<file path="src/rtl/fb_arb_pkg.sv">
// Shared types and constants for the framebuffer write arbiter.
package fb_arb_pkg;

  localparam int ADDR_W    = 20;
  localparam int BRI_W     = 8;
  localparam int FB_PIXELS = 600 * 600;

  typedef enum logic [1:0] {
    IDLE,
    RUN,
    FLUSH
  } state_t;

  typedef struct packed {
    logic [ADDR_W-1:0] addr;
    logic              hit;
    logic [BRI_W-1:0]  bri;
    logic              swap;
  } fb_beat_t;

  // Index width that stays legal for a single requester.
  function automatic int idx_width(input int n);
    return (n > 1) ? $clog2(n) : 1;
  endfunction

endpackage

</file>
<file path="src/rtl/fb_rr_pick.sv">
// Combinational round-robin picker: first eligible requester at or after rr_ptr_i.
module fb_rr_pick #(
  parameter int N_REQ = 2,
  parameter int IDX_W = 1
) (
  input  logic [N_REQ-1:0] elig_i,
  input  logic [IDX_W-1:0] rr_ptr_i,
  output logic [N_REQ-1:0] grant_o,
  output logic [IDX_W-1:0] grant_idx_o,
  output logic             any_o
);

  logic [2*N_REQ-1:0] dbl;
  logic [N_REQ-1:0]   rot;

  // Rotating a doubled mask puts rr_ptr at bit 0, so priority is simply lowest bit.
  assign dbl = {elig_i, elig_i} >> rr_ptr_i;
  assign rot = dbl[N_REQ-1:0];

  always_comb begin
    any_o       = 1'b0;
    grant_idx_o = '0;
    for (int k = N_REQ - 1; k >= 0; k--) begin
      if (rot[k]) begin
        any_o       = 1'b1;
        grant_idx_o = IDX_W'((int'(rr_ptr_i) + k) % N_REQ);
      end
    end
  end

  genvar gi;
  generate
    for (gi = 0; gi < N_REQ; gi++) begin : g_onehot
      assign grant_o[gi] = any_o && (grant_idx_o == IDX_W'(gi));
    end
  endgenerate

endmodule

</file>
<file path="src/rtl/fb_write_arbiter.sv">
// Shares one framebuffer writer port among N_REQ sources with a per-frame swap barrier.
module fb_write_arbiter #(
  parameter int N_REQ  = 2,
  parameter int ADDR_W = 20,
  parameter int BRI_W  = 8
) (
  input  logic                    clk,
  input  logic                    rst_n,
  input  logic                    enable,
  output logic                    frame_go,
  input  logic [N_REQ-1:0]        req_valid,
  output logic [N_REQ-1:0]        req_ready,
  input  logic [N_REQ*ADDR_W-1:0] req_addr,
  input  logic [N_REQ-1:0]        req_hit,
  input  logic [N_REQ*BRI_W-1:0]  req_bri,
  input  logic [N_REQ-1:0]        req_swap,
  output logic                    out_valid,
  input  logic                    out_ready,
  output logic [ADDR_W-1:0]       out_addr,
  output logic                    out_hit,
  output logic [BRI_W-1:0]        out_bri,
  output logic                    out_swap,
  output logic [15:0]             frame_cnt,
  output logic                    busy
);

  import fb_arb_pkg::*;

  localparam int IDX_W = fb_arb_pkg::idx_width(N_REQ);

  state_t             state_q, state_d;
  logic [N_REQ-1:0]   done_q, done_d;
  logic [IDX_W-1:0]   rr_q, rr_d;
  logic               ov_q, ov_d;
  logic [ADDR_W-1:0]  addr_q, addr_d;
  logic               hit_q, hit_d;
  logic [BRI_W-1:0]   bri_q, bri_d;
  logic               swap_q, swap_d;
  logic               go_q, go_d;
  logic [15:0]        cnt_q, cnt_d;

  logic [N_REQ-1:0]   elig, grant;
  logic [IDX_W-1:0]   grant_idx;
  logic               grant_any;
  logic               can_load, accept, final_swap;
  logic [ADDR_W-1:0]  sel_addr;
  logic               sel_hit, sel_swap;
  logic [BRI_W-1:0]   sel_bri;

  assign elig = req_valid & ~done_q;

  fb_rr_pick #(
    .N_REQ (N_REQ),
    .IDX_W (IDX_W)
  ) u_pick (
    .elig_i      (elig),
    .rr_ptr_i    (rr_q),
    .grant_o     (grant),
    .grant_idx_o (grant_idx),
    .any_o       (grant_any)
  );

  assign can_load  = ~ov_q | out_ready;
  assign req_ready = (state_q == RUN && can_load) ? grant : '0;
  assign accept    = (state_q == RUN) && can_load && grant_any;

  always_comb begin
    sel_addr = '0;
    sel_hit  = 1'b0;
    sel_bri  = '0;
    sel_swap = 1'b0;
    for (int j = 0; j < N_REQ; j++) begin
      if (grant[j]) begin
        sel_addr = req_addr[j*ADDR_W +: ADDR_W];
        sel_hit  = req_hit[j];
        sel_bri  = req_bri[j*BRI_W +: BRI_W];
        sel_swap = req_swap[j];
      end
    end
  end

  // A swap is final only when every other requester has already finished.
  assign final_swap = sel_swap & (&(done_q | grant));

  always_comb begin
    state_d = state_q;
    done_d  = done_q;
    rr_d    = rr_q;
    ov_d    = ov_q;
    addr_d  = addr_q;
    hit_d   = hit_q;
    bri_d   = bri_q;
    swap_d  = swap_q;
    go_d    = 1'b0;
    cnt_d   = cnt_q;

    if (ov_q && out_ready) begin
      ov_d   = 1'b0;
      swap_d = 1'b0;
    end

    case (state_q)
      IDLE: begin
        if (enable) begin
          state_d = RUN;
          go_d    = 1'b1;
        end
      end
      RUN: begin
        if (accept) begin
          ov_d   = 1'b1;
          addr_d = sel_addr;
          hit_d  = sel_hit;
          bri_d  = sel_bri;
          swap_d = final_swap;
          done_d = done_q | (grant & {N_REQ{sel_swap}});
          rr_d   = (grant_idx == IDX_W'(N_REQ - 1)) ? '0 : grant_idx + IDX_W'(1);
          if (final_swap) state_d = FLUSH;
        end
      end
      FLUSH: begin
        if (can_load) begin
          done_d = '0;
          cnt_d  = cnt_q + 16'd1;
          if (enable) begin
            state_d = RUN;
            go_d    = 1'b1;
          end else begin
            state_d = IDLE;
          end
        end
      end
      default: state_d = IDLE;
    endcase
  end

  always_ff @(posedge clk or negedge rst_n) begin
    if (!rst_n) begin
      state_q <= IDLE;
      done_q  <= '0;
      rr_q    <= '0;
      ov_q    <= 1'b0;
      addr_q  <= '0;
      hit_q   <= 1'b0;
      bri_q   <= '0;
      swap_q  <= 1'b0;
      go_q    <= 1'b0;
      cnt_q   <= '0;
    end else begin
      state_q <= state_d;
      done_q  <= done_d;
      rr_q    <= rr_d;
      ov_q    <= ov_d;
      addr_q  <= addr_d;
      hit_q   <= hit_d;
      bri_q   <= bri_d;
      swap_q  <= swap_d;
      go_q    <= go_d;
      cnt_q   <= cnt_d;
    end
  end

  assign frame_go  = go_q;
  assign out_valid = ov_q;
  assign out_addr  = addr_q;
  assign out_hit   = hit_q;
  assign out_bri   = bri_q;
  assign out_swap  = swap_q;
  assign frame_cnt = cnt_q;
  assign busy      = (state_q != IDLE);

endmodule

</file>
<file path="config.mk">
export PLATFORM = sky130hd
export DESIGN_NAME = fb_write_arbiter
export DESIGN_NICKNAME = d
export VERILOG_FILES = /design/src/rtl/fb_arb_pkg.sv /design/src/rtl/fb_rr_pick.sv /design/src/rtl/fb_write_arbiter.sv
export SDC_FILE = /design/constraint.sdc
export NUM_CORES = 1
export LEC_CHECK = 0
export ABC_CLOCK_PERIOD_IN_PS = 1700
export CAP_MARGIN = 20
export CORE_MARGIN = 8
export CORE_UTILIZATION = 25
export CTS_CLUSTER_SIZE = 25
export DETAILED_ROUTE_END_ITERATION = 10
export HOLD_SLACK_MARGIN = 0.15
export PLACE_DENSITY = 0.56
export SLEW_MARGIN = 10
export SYNTH_ARGS = -nofsm -noshare
export SYNTH_HDL_FRONTEND = slang
export SYNTH_SLANG_ARGS = --single-unit
export TNS_END_PERCENT = 5
</file>
<file path="constraint.sdc">
create_clock -name clk -period 1.7 [get_ports clk]
set_input_delay 0.34 -clock clk [delete_from_list [all_inputs] [get_ports clk]]
set_output_delay 0.34 -clock clk [all_outputs]
set_load 0.05 [all_outputs]
</file>
## After elaboration in Yosys (flattened, before gate mapping)

Cells that the tools add are included.

| word-level totals | value |
|---|---|
| input bits | 66 |
| output and inout port bits | 51 |
| flip-flop bits (word level) | 53 |
| word-level logic and storage cells | 74 |

| cells by class | value |
|---|---|
| reductions and logical operators | 13 |
| mux-type cells | 32 |
| equal/unequal tests | 6 |
| shifts and indexed selects | 1 |
| $add $sub $neg | 3 |
| bitwise logic cells | 9 |

Operator list:

| cell | count |
|---|---|
| 2-to-1 mux 20 bit | 2 |
| 2-to-1 mux 1 bit | 18 |
| adder 16 x 1 -> 16 bit (second input constant) | 1 |
| 2-to-1 mux 8 bit | 2 |
| 2-to-1 mux 2 bit | 7 |
| inequality test 2 bit (second input constant) | 4 |
| case mux 2 bit (3 select lines) | 1 |
| AND reduction 2 bit | 3 |
| logical AND 1 bit | 5 |
| AND 2 bit | 2 |
| OR 2 bit | 2 |
| case mux 2 bit (2 select lines) | 1 |
| AND reduction 4 bit | 1 |
| nonzero test 2 bit | 2 |
| >> shifter 4 x 1 -> 2 bit | 1 |
| AND reduction 3 bit | 1 |
| adder 1 bit (second input constant) | 2 |
| equality test 2 x 1 -> 1 bit (second input constant) | 1 |
| equality test 2 bit (second input constant) | 1 |
| logical NOT 2 bit | 1 |
| inverter 1 bit | 2 |
| inverter 2 bit | 1 |
| case mux 1 bit (2 select lines) | 1 |
| AND 1 bit | 1 |
| OR 1 bit | 1 |

## Depth between registers and ports, before layout

Gate-level depths: netlist (run 1).

| depth | value |
|---|---|
| depth in word-level cells | 13 |
| depth in mapped cells | 7 |
| depth with buffers taken out | 5 |

## Hierarchy

A second synthesis (run 1) with hierarchy kept.

| second synthesis, totals | value |
|---|---|
| cell total of the unflattened synthesis | 229 |
| area, all modules | 2,417.3 um^2 |

Modules (own cells, without submodules):

| module | cells each | seq. area each (um^2) | times used | area each (um^2) |
|---|---|---|---|---|
| fb_write_arbiter | 224 | 1,326.3 | 1 | 2,384.8 |
| fb_rr_pick | 5 | 0.0 | 1 | 32.5 |

## Worst setup path before layout (run 1)

No wires, ideal clock.

| path | value |
|---|---|
| path kind | reg2out |
| from | reg ov_q (netlist: out_valid) |
| to | out req_ready[1] |
| arrival time | 2,432 ps |
| data required time | 1,360 ps |
| stages on the path, launching flop included | 6 |
| path buffers | 2 |
| slack | -1,072 ps |
| cell sequence | dfrtp_1 -> nor2b_1 -> buf_2 -> a211o_1 -> buf_2 -> nor3_1 |

| between the ends | value |
|---|---|
| longest elaborated chain between the ends | 4 |

Ends and longest elaborated chain:

| element | RTL line | source |
|---|---|---|
| start, declared | fb_write_arbiter.sv:34 | `logic ov_q, ov_d;` |
| start signal, assigned | fb_write_arbiter.sv:153 | `ov_q <= ov_d;` |
| inverter 1 bit | fb_write_arbiter.sv:63 | `assign can_load = ~ov_q \| out_ready;` |
| OR 1 bit | fb_write_arbiter.sv:63 |  |
| logical AND 1 bit | fb_write_arbiter.sv:64 | `assign req_ready = (state_q == RUN && can_load) ? grant : '0;` |
| 2-to-1 mux 2 bit | fb_write_arbiter.sv:64 |  |
| end, declared | fb_write_arbiter.sv:12 | `output logic [N_REQ-1:0] req_ready,` |

No other way between the ends.

## Worst setup path in the final report (run 1)

| path | value |
|---|---|
| from | reg done_q[0] |
| to | out req_ready[1] |

| between the ends | value |
|---|---|
| longest elaborated chain between the ends | 7 |
| elaborated cells on any way between the ends | 9 |
| those cells by class | shift (1); mux (5); bitwise (2); reduce/logical (1) |

Ends and longest elaborated chain:

| element | RTL line | source |
|---|---|---|
| start, declared | fb_write_arbiter.sv:32 | `logic [N_REQ-1:0] done_q, done_d;` |
| start signal, assigned | fb_write_arbiter.sv:151 | `done_q <= done_d;` |
| inverter 2 bit (*) | fb_write_arbiter.sv:50 | `assign elig = req_valid & ~done_q;` |
| AND 2 bit (*) | fb_write_arbiter.sv:50 |  |
| >> shifter 4 x 1 -> 2 bit (*) | fb_rr_pick.sv:17 | `assign dbl = {elig_i, elig_i} >> rr_ptr_i;` |
| 2-to-1 mux 1 bit (2 in series) | fb_rr_pick.sv:24 | `if (rot[k]) begin` |
| logical AND 1 bit (*) | fb_rr_pick.sv:34 | `assign grant_o[gi] = any_o && (grant_idx_o == IDX_W'(gi));` |
| 2-to-1 mux 2 bit (*) | fb_write_arbiter.sv:64 |  |

Every way passes the cells marked *; elsewhere a longest branch is shown, timed or not.

==> out/results.ini, run 1 <==
[routing]
drc = 0
drtIter0Drc = 46
wl_per_cell_um = 13.46
ant_nets = 0
routed_wl_mm = 6.705
num_vias = 2060
viasPerCell = 4.137
first_pass_iters = 4

[clock_network]
clockBufferDepth = 2
cts_root_buffer = clkbuf_8
clock_latency_ns = 0.30
cts_sinks = 53
cts_tree = built
cts_max_level = 2
cts_inserted_buffers = 5
path_clk_slew_ns = 0.09

[min_path]
hp-class = reg2reg

[cells_and_area]
instances_no_fill = 498
n_antenna_cell = 0
drive_gt1_share_pct = 29.59
nets = 431
areaGrowthSynthToFinish_pct = 68.11
final_cell_area_um2 = 4076

[synth]
synthMuxAreaShare_pct = 12.44
synth-simple-area-share_pct = 14.14
netlist_area_um2 = 2425
avgSynthCellArea_um2 = 10.97
synth_cell_types = 34
ys.warnings.count = 0
post_synth_fa_ha_maj_area_fraction_pct = 0.5160
synthArstFlopShare_pct = 100.0
syn-num-nets = 288
synth_top_family_by_area = simple AND/OR/NAND/NOR gates
synthesis.instances = 221
synth_xor_area_share_pct = 5.418
synth_flop_cell = dfrtp_1
seq_area_frac_synth_pct = 54.70
synth_compound_area_share_pct = 9.959
synth_edf_count = 0
ys_ff_latch = 53

[sta]
min_period_ns = 1.932
tns_ns = -0.5769
finalHoldViolCount = 0
whs_ns = 0.4724
rsz0062_at_grt = true
finalCritPeriodShare_pct = 113.6
setup_viol = 5
worst_pin_slew_ns = 0.4369
finalWorstSetupSlack_ns = -0.2317
maxSlewViolCount = 0
max_freq_mhz = 517.7
fin_skew_ns = 0.004452
max_slew_margin_pct = 70.87

[place]
gp_congestion = 0.7820
numPortBuffers = 116
dp_hpwl_mm = 5.479
numPlacedInstances = 484
placed_cell_area_um2 = 3882

[global_route]
grt_pass1_wl_mm = 10.89
overflow = 0
track_usage_pct = 10.39
antenna_found_initial = 0
grt_max_degree = 45
grt_pass1_vias = 2222

[worst_setup_path]
slowest_delay_ns = 0.45
arrival_ns = 1.59
timing.critical_path.required_ns = 1.36
cp_max_fo = 3
cpMaxStageDelayCell = dfrtp_2
crit_path_start_kind = register
cp-end-kind = output port
crit_buf_inv = 1
cpLargestDelayFamily = flip-flops
path_cells = nand2b_4 > a211o_4 > nor3_4 > buf_12
crit_type = reg2out

[outcome]
status = complete, but fails checks
violations = setup timing

[pwr]
p_leak_nw = 1.829
ir_drop_mv = 0.8244
switching_share_pct = 47.13
finalPower_w = 0.006423
power.switching_w = 0.003027
power_density_nw_per_um2 = 1576
intPower_w = 0.003396
comb_power_share_pct = 59.0
pwr-share-clk_pct = 10.8
share_seq_of_total_power_pct = 30.1

[floorplan]
ios = 117
fp-row-count = 36
die_y_um = 114.5
core_um2 = 9594
die_area_um2 = 13110
die_w_um = 114.5
start_util_pct = 25.27

[run]
drv_cap = 0

==> cells in the mapped netlist (3+ instances only) <==
cell type | instances | share of area (%)
dfrtp_1 | 53 | 55
nand4_1 | 5 | 1.3
buf_2 | 7 | 1.4
o21ai_0 | 14 | 2.9
o21ai_1 | 15 | 3.1
nor2_1 | 5 | 0.77
mux2i_1 | 29 | 12
xnor2_1 | 13 | 4.7
nand3_1 | 6 | 1.2
nand2_1 | 35 | 5.4
clkbuf_1 | 3 | 0.46
nand2b_1 | 5 | 1.3
==> power groups by stage <==
stage	combinational, W	clock [W]	sequential, W
finish	0.00379	0.000697	0.00193
global route	0.00403	0.000792	0.00199
CTS	0.00381	0.000749	0.00194
detailed placement	0.00374	0	0.00195
global placement	0.00372	0	0.00194
floorplan	0.00101	0	0.00325
==> final timing paths <==
check	slack, ns	depth (start not counted)	startpoint	endpoint
setup / recovery	-0.23	4	done_q[0]$_DFFE_PN0P_	req_ready[1]
hold / removal	0.47	1	frame_cnt[15]$_DFFE_PN0P_	frame_cnt[15]$_DFFE_PN0P_
setup reg to reg	-0.06	6	done_q[1]$_DFFE_PN0P_	state_q[1]$_DFFE_PN0P_
hold reg to reg	0.47	1	frame_cnt[15]$_DFFE_PN0P_	frame_cnt[15]$_DFFE_PN0P_
max in group asynchronous	0.67	3	rst_n	out_valid$_DFF_PN0_
min in group asynchronous	0.52	2	rst_n	done_q[1]$_DFFE_PN0P_
==> sequential cells by signal, indices dropped and copies added, names as in the netlist <==
signal	count
done_q	2
out_addr	20
out_swap	1
frame_cnt	16
state_q	2
out_valid	1
frame_go	1
rr_q	1
out_bri	8
out_hit	1
==> what timing repair did <==
action	CTS	global route
setup endpoints to repair	34	36
gates resized for setup	8	9
pin swaps	3	1
setup buffers	4	1
hold endpoints to repair	14	0
hold buffers	1	0
==> logic make-up (layout without fill, tap and decap cells) <==
logic type / after synthesis / in the layout
flip-flops: 53 / 53
AO/OA/AOI/OAI: 39 / 39
AND/OR/NAND/NOR: 69 / 69
multiplexers: 30 / 30
adder cells (fa/ha/maj): 1 / 1
XOR/XNOR: 15 / 15
buffers and inverters: 14 / 158
==> cells in the final DEF (no fill, tap or decap), types with 2 or more instances in the layout <==
master / instances
mux2i_1: 28
o21ai_1: 17
o21ai_0: 12
xor2_1: 2
buf_12: 8
nand2b_1: 3
buf_4: 69
dfrtp_1: 51
dlygate4sd2_1: 2
o21bai_1: 2
clkbuf_8: 5
clkinv_2: 2
dfrtp_2: 2
nand2_1: 35
a21oi_1: 2
nor2_1: 3
and3_1: 2
xnor2_1: 13
nor2_4: 2
nand2b_4: 2
o22a_1: 2
nand3_1: 6
nand4_1: 5
clkdlybuf4s50_1: 62
buf_6: 5
inv_1: 2
nor3_2: 2
==> cell type report <==
cell class | count | area [um^2]
clock buffers | 5 | 68.82
clock inverters | 3 | 17.52
fillers | 957 | 5518
inverters | 2 | 7.507
multi-input cells | 154 | 1100
flip-flops and latches | 53 | 1329
well taps | 133 | 166.4
repair buffers | 148 | 1388
==> per-stage QoR <==
step                utilization, %  worst slack (ns)
CTS                          42.15           -0.3270
global placement             40.47           -0.4134
detailed placement           40.47           -0.4823
floorplan                        -           -0.3067
finish                       42.49           -0.2317
global route                 42.49           -0.2943
==> layer usage <==
| layer | GRT usage [%] | vias to the layer above | routed length [um] |
|---|---|---|---|
| li1 | - | 1047 | - |
| met1 | 12.36 | 945 | 2765 |
| met2 | 16.90 | 64 | 3304 |
| met3 | 4.272 | 4 | 590 |
| met4 | 2.662 | 0 | 44 |
| met5 | 0 | - | 0 |
Note: power is estimated with default switching activity, not from simulation.
==> inputs of run 2 (changes only) <==
--- a/config.mk
+++ b/config.mk
@@ -7,12 +7,14 @@
 export LEC_CHECK = 0
 export ABC_CLOCK_PERIOD_IN_PS = 1700
 export CAP_MARGIN = 20
+export CELL_PAD_IN_SITES_DETAIL_PLACEMENT = 1
+export CELL_PAD_IN_SITES_GLOBAL_PLACEMENT = 1
 export CORE_MARGIN = 8
 export CORE_UTILIZATION = 25
 export CTS_CLUSTER_SIZE = 25
 export DETAILED_ROUTE_END_ITERATION = 10
 export HOLD_SLACK_MARGIN = 0.15
-export PLACE_DENSITY = 0.56
+export PLACE_DENSITY = 0.7
 export SLEW_MARGIN = 10
 export SYNTH_ARGS = -nofsm -noshare
 export SYNTH_HDL_FRONTEND = slang
==> run 2 against run 1 <==
Compared with the run above: the flow still finishes with violations (setup timing); utilization shrank 0.30 points; largest cell class unchanged; non-clock buffer count decreased by 4; global-route usage up 1.1 points; sequential cell count is the same; worst setup slack better by 0.014 ns; cell count shrank 0.80%; critical path depth did not move; combinational power about the same.
==> out/results.ini, run 2 (synthesis results as in run 1) <==
[clock_network]
cts_inserted_buffers = 5  ; unchanged
cts_tree = built
cts_sinks = 53  ; unchanged
cts_max_level = 2  ; unchanged
clockBufferDepth = 2  ; unchanged
path_clk_slew_ns = 0.10  ; about the same
cts_root_buffer = clkbuf_8
clock_latency_ns = 0.31  ; about the same

[outcome]
status = complete, but fails checks
violations = setup timing

[sta]
finalWorstSetupSlack_ns = -0.2179  ; +0.01382 ns
finalHoldViolCount = 0  ; unchanged
fin_skew_ns = 0.006817  ; +0.002365 ns
tns_ns = -0.3560  ; +0.2209 ns
worst_pin_slew_ns = 0.3388  ; -0.09818 ns
min_period_ns = 1.918  ; -0.01382 ns
max_slew_margin_pct = 77.39  ; +6.5 points
maxSlewViolCount = 0  ; unchanged
max_freq_mhz = 521.4  ; +0.72%
rsz0062_at_grt = true
finalCritPeriodShare_pct = 112.8  ; -0.81 points
setup_viol = 2  ; -3

[routing]
top_layer = met4
drtIter0Drc = 54  ; +17%
num_vias = 2102  ; +2.0%
wl_per_cell_um = 15.05  ; +12%
drc = 0  ; unchanged
viasPerCell = 4.255  ; +2.9%
first_pass_iters = 4  ; unchanged
ant_nets = 0  ; unchanged
routed_wl_mm = 7.436  ; +11%
met2_length_mm = 3.644  ; +10%
dr_wl_met3_um = 749  ; +27%
drt-met1-wl_mm = 2.982  ; +7.8%

[floorplan]
die_area_um2 = 13110  ; unchanged
die_w_um = 114.5  ; unchanged
fp-row-count = 36  ; unchanged
core_um2 = 9594  ; unchanged
die_y_um = 114.5  ; unchanged
ios = 117  ; unchanged
start_util_pct = 25.27  ; unchanged

[worst_setup_path]
regToRegSetupSlack_ns = 0.01  ; +0.07 ns
cpMaxStageDelayCell = dfrtp_1
cp_max_fo = 4  ; +1
crit_type = reg2out
slowest_delay_ns = 0.39  ; -0.06 ns
cp-end-kind = output port
timing.critical_path.required_ns = 1.36  ; about the same
arrival_ns = 1.58  ; about the same
crit_path_start_kind = register
path_cells = nand2b_4 > a211o_4 > nor3_4 > buf_12

[cells_and_area]
layout_commonest_cell = buf_4
mostFrequentLayoutCells = buf_4, clkdlybuf4s50_1, dfrtp_1
drive_gt1_share_pct = 28.25  ; -1.3 points
areaGrowthSynthToFinish_pct = 66.92
nets = 427  ; -0.93%
n_antenna_cell = 0  ; unchanged
largest_reg_flops = 20  ; unchanged

[run]
drv_cap = 0  ; unchanged

[min_path]
hp-class = reg2reg

[place]
dp_hpwl_mm = 5.781  ; +5.5%
numPortBuffers = 116  ; unchanged
gp_congestion = 0.6985  ; -11%

[global_route]
grt_pass1_vias = 2402  ; +8.1%
grt_pass1_wl_mm = 11.96  ; +9.8%
grt_max_degree = 54  ; +20%
track_usage_pct = 11.53  ; +1.1 points
antenna_found_initial = 0  ; unchanged
overflow = 0  ; unchanged

[pwr]
p_leak_nw = 1.812  ; -0.96%
finalPower_w = 0.006558  ; +2.1%
power_density_nw_per_um2 = 1620  ; +2.8%
ir_drop_mv = 0.6293  ; -24%

## run 2: layout make-up
class | instances | area (um^2)
clock inverter | 2 | 35.03
clock buffer | 6 | 72.57
timing repair buffer | 144 | 1338
multi-input combinational | 154 | 1101
inverter | 2 | 7.507
tap | 133 | 166.4
fill | 1080 | 5547
sequential | 53 | 1328
## run 2: path summary, 6_finish.rpt
kind                                           start                        end  cells after the start
hold / removal             frame_cnt[15]$_DFFE_PN0P_  frame_cnt[15]$_DFFE_PN0P_                      1
setup / recovery               done_q[1]$_DFFE_PN0P_               req_ready[1]                      4
min in group asynchronous                      rst_n   frame_cnt[7]$_DFFE_PN0P_                      3
setup reg to reg               done_q[1]$_DFFE_PN0P_     state_q[1]$_DFFE_PN0P_                      6
max in group asynchronous                      rst_n        out_valid$_DFF_PN0_                      3
hold reg to reg            frame_cnt[15]$_DFFE_PN0P_  frame_cnt[15]$_DFFE_PN0P_                      1
## run 2: through the flow
stage	utilization (%)	instance area, um^2	std cells	worst slack, ns	hold WS, ns
after floorplan	-	2454	221	-0.3067	0.04441
after detailed placement	39.81	3820	479	-0.4550	0.3674
after global routing	42.19	4048	494	-0.2778	0.5194
final	42.19	4048	494	-0.2179	0.4873
after global placement	39.81	3820	479	-0.4293	0.3647
after CTS	41.85	4015	493	-0.2941	0.4952
## run 2: worst max-delay path: cells and delay by family (launching register included)
family / cells / cell delay, ns
flops: 1 / 0.39
compound gates: 1 / 0.38
simple gates: 2 / 0.33
buf+inv: 1 / 0.17
## run 2: power by group
group	total [W]	switching [W]	internal [W]
combinational	0.00376	0.00238	0.00138
clock	0.000866	0.000428	0.000438
sequential	0.00193	0.000251	0.00168
total	0.00656	0.00306	0.00350
## run 2: repair_timing
item                                    CTS  global route
setup buffers                             5             2
pin swaps                                 2             2
resized for setup                        10             6
hold endpoints to repair                 53             0
endpoints found under the setup margin   34            34
hold buffers                              1             0
## run 2: metal layers
| layer | vias up | track usage (%) |
|---|---|---|
| met4 | 0 | 2.662 |
| met5 | - | 0 |
| met2 | 71 | 19.09 |
| li1 | 1035 | - |
| met1 | 992 | 13.02 |
| met3 | 4 | 5.643 |
==> inputs of run 3 (changes only) <==
--- a/config.mk
+++ b/config.mk
@@ -5,6 +5,7 @@
 export SDC_FILE = /design/constraint.sdc
 export NUM_CORES = 1
 export LEC_CHECK = 0
+export ABC_AREA = 0
 export ABC_CLOCK_PERIOD_IN_PS = 1700
 export CAP_MARGIN = 20
 export CELL_PAD_IN_SITES_DETAIL_PLACEMENT = 1
@@ -15,7 +16,7 @@
 export DETAILED_ROUTE_END_ITERATION = 10
 export HOLD_SLACK_MARGIN = 0.15
 export PLACE_DENSITY = 0.7
-export SLEW_MARGIN = 10
+export SLEW_MARGIN = 20
 export SYNTH_ARGS = -nofsm -noshare
 export SYNTH_HDL_FRONTEND = slang
 export SYNTH_SLANG_ARGS = --single-unit
==> results of run 3 <==
No change in the layout: final DEF, timing and power equal those of run 2.
